--- config.mk ---
export PLATFORM = sky130hd
export DESIGN_NAME = smc_seq
export DESIGN_NICKNAME = d
export VERILOG_FILES = /design/src/rtl/smc_seq.sv
export SDC_FILE = /design/constraint.sdc
export NUM_CORES = 1
export LEC_CHECK = 0
export BUFFER_PORTS_ARGS = -buffer_cell sky130_fd_sc_hd__buf_2
export CAP_MARGIN = 10
export CORE_MARGIN = 4
export CORE_UTILIZATION = 60
export DETAILED_ROUTE_END_ITERATION = 12
export PLACE_DENSITY = 0.77
export REMOVE_ABC_BUFFERS = 1
export SYNTH_ARGS = -nofsm -noshare
export SYNTH_HDL_FRONTEND = slang
export SYNTH_SLANG_ARGS = --single-unit
--- constraint.sdc ---
create_clock -name clk -period 17.87 [get_ports clk]
set_clock_uncertainty 0.05 [all_clocks]
set_input_delay 3.574 -clock clk [delete_from_list [all_inputs] [get_ports clk]]
set_output_delay 3.574 -clock clk [all_outputs]
set_load 0.05 [all_outputs]
--- src/rtl/smc_seq.sv ---
// smc_seq: streamed SMC calculator, six transistors per batch, insertion-sorted.
// Define SMC_SEQ_CNT_EN to add the done_cnt port counting emitted results.
module smc_seq (
  input  logic        clk,
  input  logic        rst,
  input  logic        in_valid,
  output logic        in_ready,
  input  logic [1:0]  mode,
  input  logic [2:0]  w,
  input  logic [2:0]  v_gs,
  input  logic [2:0]  v_ds,
  output logic        out_valid,
  output logic [9:0]  out_n
`ifdef SMC_SEQ_CNT_EN
  ,
  output logic [15:0] done_cnt
`endif
);
  typedef enum logic [1:0] {S_COL, S_CALC, S_OUT} state_t;
  state_t     r_state, w_nxt;
  logic [2:0] r_cnt;
  logic [1:0] r_mode;
  logic [6:0] r_s [6];
  logic [6:0] w_ins [6];
  logic [9:0] r_out_n;
  logic       w_acc, w_sel_id, w_tri;
  logic [2:0] w_ov;
  logic [9:0] w_w, w_o, w_d, w_id_num, w_gm_num, w_sum;
  logic [6:0] w_val, w_a, w_b, w_c;
  assign w_acc    = in_valid && in_ready;
  // the first transistor of a batch uses the live mode, later ones the latched copy
  assign w_sel_id = (r_cnt == 3'd0) ? mode[0] : r_mode[0];
  assign w_ov     = v_gs - 3'd1;
  assign w_tri    = w_ov > v_ds;
  assign w_w      = {7'd0, w};
  assign w_o      = {7'd0, w_ov};
  assign w_d      = {7'd0, v_ds};
  assign w_id_num = w_tri ? w_w * (10'd2 * w_o * w_d - w_d * w_d) : w_w * w_o * w_o;
  assign w_gm_num = 10'd2 * w_w * (w_tri ? w_d : w_o);
  assign w_val    = (v_gs == 3'd0) ? 7'd0 : 7'(w_sel_id ? w_id_num / 10'd3 : w_gm_num / 10'd3);
  always_comb begin
    w_ins[0] = (r_s[0] >= w_val) ? r_s[0] : w_val;
    for (int i = 1; i < 6; i++)
      w_ins[i] = (r_s[i] >= w_val) ? r_s[i] : (r_s[i-1] >= w_val) ? w_val : r_s[i-1];
  end
  assign w_a   = r_mode[1] ? r_s[0] : r_s[3];
  assign w_b   = r_mode[1] ? r_s[1] : r_s[4];
  assign w_c   = r_mode[1] ? r_s[2] : r_s[5];
  assign w_sum = r_mode[0] ? 10'd3 * {3'd0, w_a} + 10'd4 * {3'd0, w_b} + 10'd5 * {3'd0, w_c}
                           : {3'd0, w_a} + {3'd0, w_b} + {3'd0, w_c};
  always_ff @(posedge clk)
    r_state <= rst ? S_COL : w_nxt;
  always_comb
    w_nxt = (r_state == S_COL)  ? ((w_acc && r_cnt == 3'd5) ? S_CALC : S_COL) :
            (r_state == S_CALC) ? S_OUT : S_COL;
  always_comb begin
    in_ready  = r_state == S_COL;
    out_valid = r_state == S_OUT;
  end
  always_ff @(posedge clk)
    if (rst || r_state == S_OUT) begin
      r_cnt   <= '0;
      r_mode  <= '0;
      r_s     <= '{default: '0};
      r_out_n <= '0;
    end else begin
      if (w_acc) begin
        r_cnt <= r_cnt + 3'd1;
        r_s   <= w_ins;
        if (r_cnt == 3'd0) r_mode <= mode;
      end
      r_out_n <= (r_state == S_CALC) ? w_sum : '0;
    end
  assign out_n = r_out_n;
`ifdef SMC_SEQ_CNT_EN
  logic [15:0] r_done;
  always_ff @(posedge clk)
    r_done <= rst ? '0 : (r_state == S_OUT) ? r_done + 16'd1 : r_done;
  assign done_cnt = r_done;
`endif
endmodule

======== After elaboration in Yosys (flattened, before gate mapping) ========
Cells that the tools add are included.
storage, ports and cells
  output and inout bits ................... 12
  register bits after elaboration ......... 59
  logic and storage cells ................. 75
  bits of input ports ..................... 14
operators by class
  multiply operators ...................... 8
  $lt $le $gt $ge ......................... 7
  equal/unequal tests ..................... 3
  divide/modulo/power cells ............... 2
  reductions and logical operators ........ 14
  bitwise operators ....................... 7
  multiplexer cells ....................... 17
  add/sub/neg operators ................... 7
operators by type and width
  cell                     number
  $mux W7                  10
  $ge A7 B7 Y1             6
  $mul A3 B3 Y6            4
  $div A10 B2 Y10 const B  2
  $mux W10                 2
  $reduce_and A2 Y1        7
  $add A10 B10 Y10         1
  $add A9 B9 Y10           1
  $mul A3 B10 Y10          1
  $mul A3 B7 Y10 const A   1
  $add A8 B7 Y9            1
  $mul A2 B7 Y9 const A    1
  $mul A6 B3 Y9            1
  $add A7 B7 Y8            1
  $sub A7 B6 Y8            1
  $not A1 Y1               7
  $logic_not A3 Y1         2
  $mux W2                  2
  $add A3 B1 Y3 const B    1
  $eq A3 B3 Y1 const B     1
  $gt A3 B3 Y1             1
  $mux W3                  1
  $sub A3 B1 Y3 const B    1
  $eq A2 B1 Y1 const B     1
  6 further kinds          8

======== Logic depth before layout (Yosys ltp) ========
  depth after elaboration ................. 11
  depth in mapped cells ................... 55
  gate-level depth less buffers ........... 53

======== Worst setup path before layout ========
Ideal clock, no wire load.
  kind .................................... in2reg
  from .................................... input v_gs[0]
  to ...................................... register r_s[32] (netlist bit)
  data arrival time ....................... 13562 ps
  library setup time ...................... 86 ps
  required time ........................... 17734 ps
  buffers on the path ..................... 3
  path slack .............................. 4173 ps
  stages .................................. 50
  cells stage by stage .................... inv_1 > ha_1 > ha_1 > clkinv_1 > nand2_1 > fa_1 > inv_1 > ha_1 > fa_1 > ha_1 > ha_1 > a2111oi_2 > nor2_1 > xnor2_1 > nand2_1 > fa_1 > inv_1 > ha_1 > (+14 left out) > a221oi_1 > a211oi_4 > nand2_2 > inv_1 > ha_1 > nand2b_1 > a21o_1 > a21o_1 > a21oi_1 > nor2b_1 > o21ai_0 > nand2b_1 > a21o_1 > clkbuf_1 > nor2_1 > clkbuf_1 > nor2_1 > a211oi_1
between the ends
  word-level cells in the longest chain between the ends .. 11
ends and longest elaborated chain
  what                                RTL line  RTL
  start: declaration                  10        input logic [2:0] v_gs,
  $sub A3 B1 Y3                       33        assign w_ov = v_gs - 3'd1;
  $mul A3 B3 Y6                       38        assign w_id_num = w_tri ? w_w * (10'd2 * w_o * w_d - w_d * w_d) : w_w * w_o * w_o;
  $sub A7 B6 Y8                       38
  $mul A3 B10 Y10                     38
  $mux W10                            38
  $div A10 B2 Y10                     40        assign w_val = (v_gs == 3'd0) ? 7'd0 : 7'(w_sel_id ? w_id_num / 10'd3 : w_gm_num / 10'd3);
  $mux W7                             40
  $mux W7 *                           40
  net w_val[0]                        29        logic [6:0] w_val, w_a, w_b, w_c;
  $ge A7 B7 Y1                        44        w_ins[i] = (r_s[i] >= w_val) ? r_s[i] : (r_s[i-1] >= w_val) ? w_val : r_s[i-1];
  $not A1 Y1 (no source line)         n/a
  $reduce_and A2 Y1 (no source line)  n/a
  end signal: assignment              69        r_s <= w_ins;
  end: declaration                    23        logic [6:0] r_s [6];
The timed path passes the listed nets; every way through them passes the cells marked *.
A chain may end at the register's enable or synchronous reset.

======== Worst setup path after layout ========
  from .................................... input v_gs[0]
  to ...................................... register r_s[22] (netlist bit)
Same word-level chain as after synthesis.

==> impl_summary.md <==
Status
The flow ran to the end, and the final reports show no timing, DRC or antenna violations.

CTS
In this run the clock root is driven by a clkbuf_16. The number of hold buffers added after CTS was 0. The number of clock buffers inserted by TritonCTS is 9. The clock-pin slew on the worst setup and hold paths is 0.05 ns. The clock tree buffer depth is 2. For this design, the sink count on the clock tree is 59. The post-cts repair resize count is 0.

The clock tree from TritonCTS is done. The buffers inserted during post-CTS setup optimization is 0. The H-tree generated during clock tree synthesis spans 3 levels. The clock latency on the worst-skew pair is 0.34 ns.

Global routing
The number of global-route vias before repair is 6553. Entering global routing, the biggest net connects 37 pins. For this run, the total global-route usage over all layers was measured as 26.4%. The first global-routing pass estimated 32.1 mm of wire. Summed over all layers, the global routing overflow is 0.

The number of antenna violations at the first check in global routing is 0.

Floorplanning
In this run the horizontal extent of the chip is 123 µm. The number of I/O pins is 26. The die covers 0.0152 mm².

The row count is 41. The floorplan core area is 0.0128 mm². The starting utilization of the core area is 62.3%. The die span in y is 123 µm.

Worst setup path
Counting cells, the worst reg-to-reg path comes to 30. The endpoint arrival time on the critical path is 15.29 ns. The register-to-register setup slack is 9.97 ns. By startpoint and endpoint, the worst setup path is classified as primary input to register. The critical path's largest stage delay is 0.75 ns.

The critical path runs through a total of 50 cells. In this run the worst path has a maximum fanout of 14. The reg-to-reg endpoint is r_s[22]. The most numerous cell type found on the critical path is ha_1. The number of buffer and inverter instances along the worst setup path is 7.

The kind of end point of the critical path is a register. The master of the slowest instance on the critical path is nor2_1. STA classifies the critical path startpoint as a primary input. The required time at the endpoint of the critical path is 18.04 ns. The family with the most delay on the worst path is compound AO/OA/AOI/OAI gates. The launch point of the worst reg-to-reg path is r_mode[0].

Placement
Port buffering added 25 buffers. Routability-driven placement finished with a final weighted congestion of 0.905. The half-perimeter wire length of the detailed placement result is 14.9 mm.

Timing
The highest attainable clock frequency is 66.2 MHz. The max-slew violation count is 0. Setup repair after global routing left no endpoint under its margin. The final setup TNS is 0 ns. The final setup violation count is 0. The transition time at the pin with the least slew margin is 0.992 ns. Measured against its own limit, the worst slew margin works out to 33.6%. The worst path needs 15.11 ns of the cycle, external delays included.

The final hold violation count is 0. The final critical path takes up 84.6% of the cycle.

Yosys
The total of warnings raised by yosys is 0. The number of flops mapped to enable cells by yosys is 0. Synthesis produced 992 cells. Of the synthesized area, sequential elements account for 14.8%.

The average size of a mapped cell is 8.05 µm². For this run, asynchronously set or reset flops after synthesis account for 0%. The main flop type after synthesis is dfxtp_1. The post-synthesis register bit count is 59. The synthesized netlist occupies a cell area of 0.00799 mm².

The netlist uses 73 different library cells.

Drt
The total via count in the routed design is 6826. The number of iterations in the first detailed-routing pass is 5. In this run, the number of DRC markers left after iteration 0 of detailed routing was 506.

After detailed routing, the average wire length per cell comes to 16.0 µm. The per-cell via count in the routed design is 5.79. After detailed routing, the number of remaining DRC violations is 0. The count of antenna-violating nets left after detailed routing is 0. The total wirelength of the detailed-routed design is 18.9 mm.

Finish
The area growth from synthesis to layout is 7.74%. For this run, the post-layout net count is 1181. In the final layout, flip-flops and latches occupy 0.00118 mm². The number of filler cells placed in the layout is 1079.

In the final layout, the share of cells above drive strength 1 is 8.75%. The final cell utilization of the core is 67.1%. The number of inserted diodes is 0. In the final layout, the multi-input gates occupy 0.00618 mm².

Run
Max-cap violations in this run came to 0.

Worst hold path
In this run the worst hold path is classified as register to register. The path with the worst hold slack has its endpoint at r_cnt[1]. The worst hold path begins at r_cnt[1].

Counting instances, the worst hold path has a depth of 2.
-- logic make-up after synthesis --
kind of cell	synth area share, %
AND/OR/NAND/NOR	18.0
AO/OA/AOI/OAI	19.0
adder cells (fa/ha/maj)	30.5
buffers and inverters	7.86
flip-flops	14.8
multiplexers	6.36
XOR/XNOR	3.57
-- metal layers --
layer / wire length (µm) / vias to the layer above / track usage [%]
li1: - / 3404 / -
met1: 9340 / 3202 / 39.0
met2: 8230 / 198 / 40.0
met3: 1090 / 22 / 5.03
met4: 215 / 0 / 5.88
met5: 0 / - / 0
-- layout by cell type, fill, tap and decap left out, types with 5 or more instances in the layout --
cell and count:
inv_1 132, ha_1 121, nor2_1 101, nand2_1 88, dfxtp_1 59, a21oi_1 50
fa_1 45, o21ai_0 35, mux2i_1 34, a21o_1 31, buf_2 25, a211oi_1 24
nand2b_1 20, nand3_1 19, nor2b_1 18, xnor2_1 17, and2_1 15, a31oi_1 14
xor2_1 13, o21a_1 12, mux2_2 11, or2_2 9, clkbuf_16 9, nor3_1 7
a311oi_1 6, o21ai_1 5
-- worst reg2reg max path, delay by kind of cell (launching register included) --
family / cells / cell delay (ns)
compound gates: 14 / 3.37
flops: 1 / 0.82
simple gates: 10 / 2.12
fa+ha+maj: 2 / 0.56
mux: 1 / 0.41
xor+xnor: 1 / 0.21
buf+inv: 2 / 0.25
-- how the worst max path moves through the flow --
| stage | slack (ns) | startpoint | to |
|---|---|---|---|
| after floorplan | 3.84 | v_gs[0] | r_s[0] |
| after global placement | 2.84 | v_gs[0] | r_s[22] |
| after detailed placement | 2.56 | v_gs[0] | r_s[22] |
| after CTS | 2.85 | v_gs[0] | r_s[22] |
| after global routing | 1.82 | v_gs[0] | r_s[22] |
| final | 2.76 | v_gs[0] | r_s[22] |
-- area by class of cell --
type,count,share of cell area [%]
multi-input combinational,769,71.8
tap,172,2.50
clock buffer,12,2.98
sequential,59,13.7
timing repair buffer,29,1.80
inverter,133,5.80
clock inverter,4,1.40
-- state kept, by name, summed over array words and instances, names as in the netlist --
signal   flops
out_n       10
r_cnt        3
r_mode       2
r_state      2
r_s         42
-- per-stage QoR --
step / hold slack [ns] / cell area (µm²) / setup slack [ns] / instances
finish: 0.431 / 8610 / 2.76 / 1178
global route: 0.451 / 8610 / 1.82 / 1178
CTS: 0.432 / 8610 / 2.85 / 1178
detailed placement: 0.425 / 8230 / 2.56 / 1162
global placement: 0.421 / 8230 / 2.84 / 1162
floorplan: 0.403 / 7860 / 3.84 / 961
-- synthesized netlist by cell type, types with 18 or more instances --
master / n / share of area [%]
a21oi_1: 50 / 3.1
a211oi_1: 24 / 2.3
nor2b_1: 18 / 1.4
nand2_1: 88 / 4.1
dfxtp_1: 59 / 15
clkbuf_1: 25 / 1.2
ha_1: 121 / 19
o21ai_0: 35 / 2.2
a21o_1: 31 / 2.9
nand2b_1: 20 / 1.6
mux2i_1: 34 / 4.3
nor2_1: 101 / 4.7
nand3_1: 19 / 1.2
fa_1: 45 / 11
inv_1: 132 / 6.2
Power is left out: the tool's default activity adds up to more than one toggle a clock period on the data nets, which glitch-free logic cannot reach.
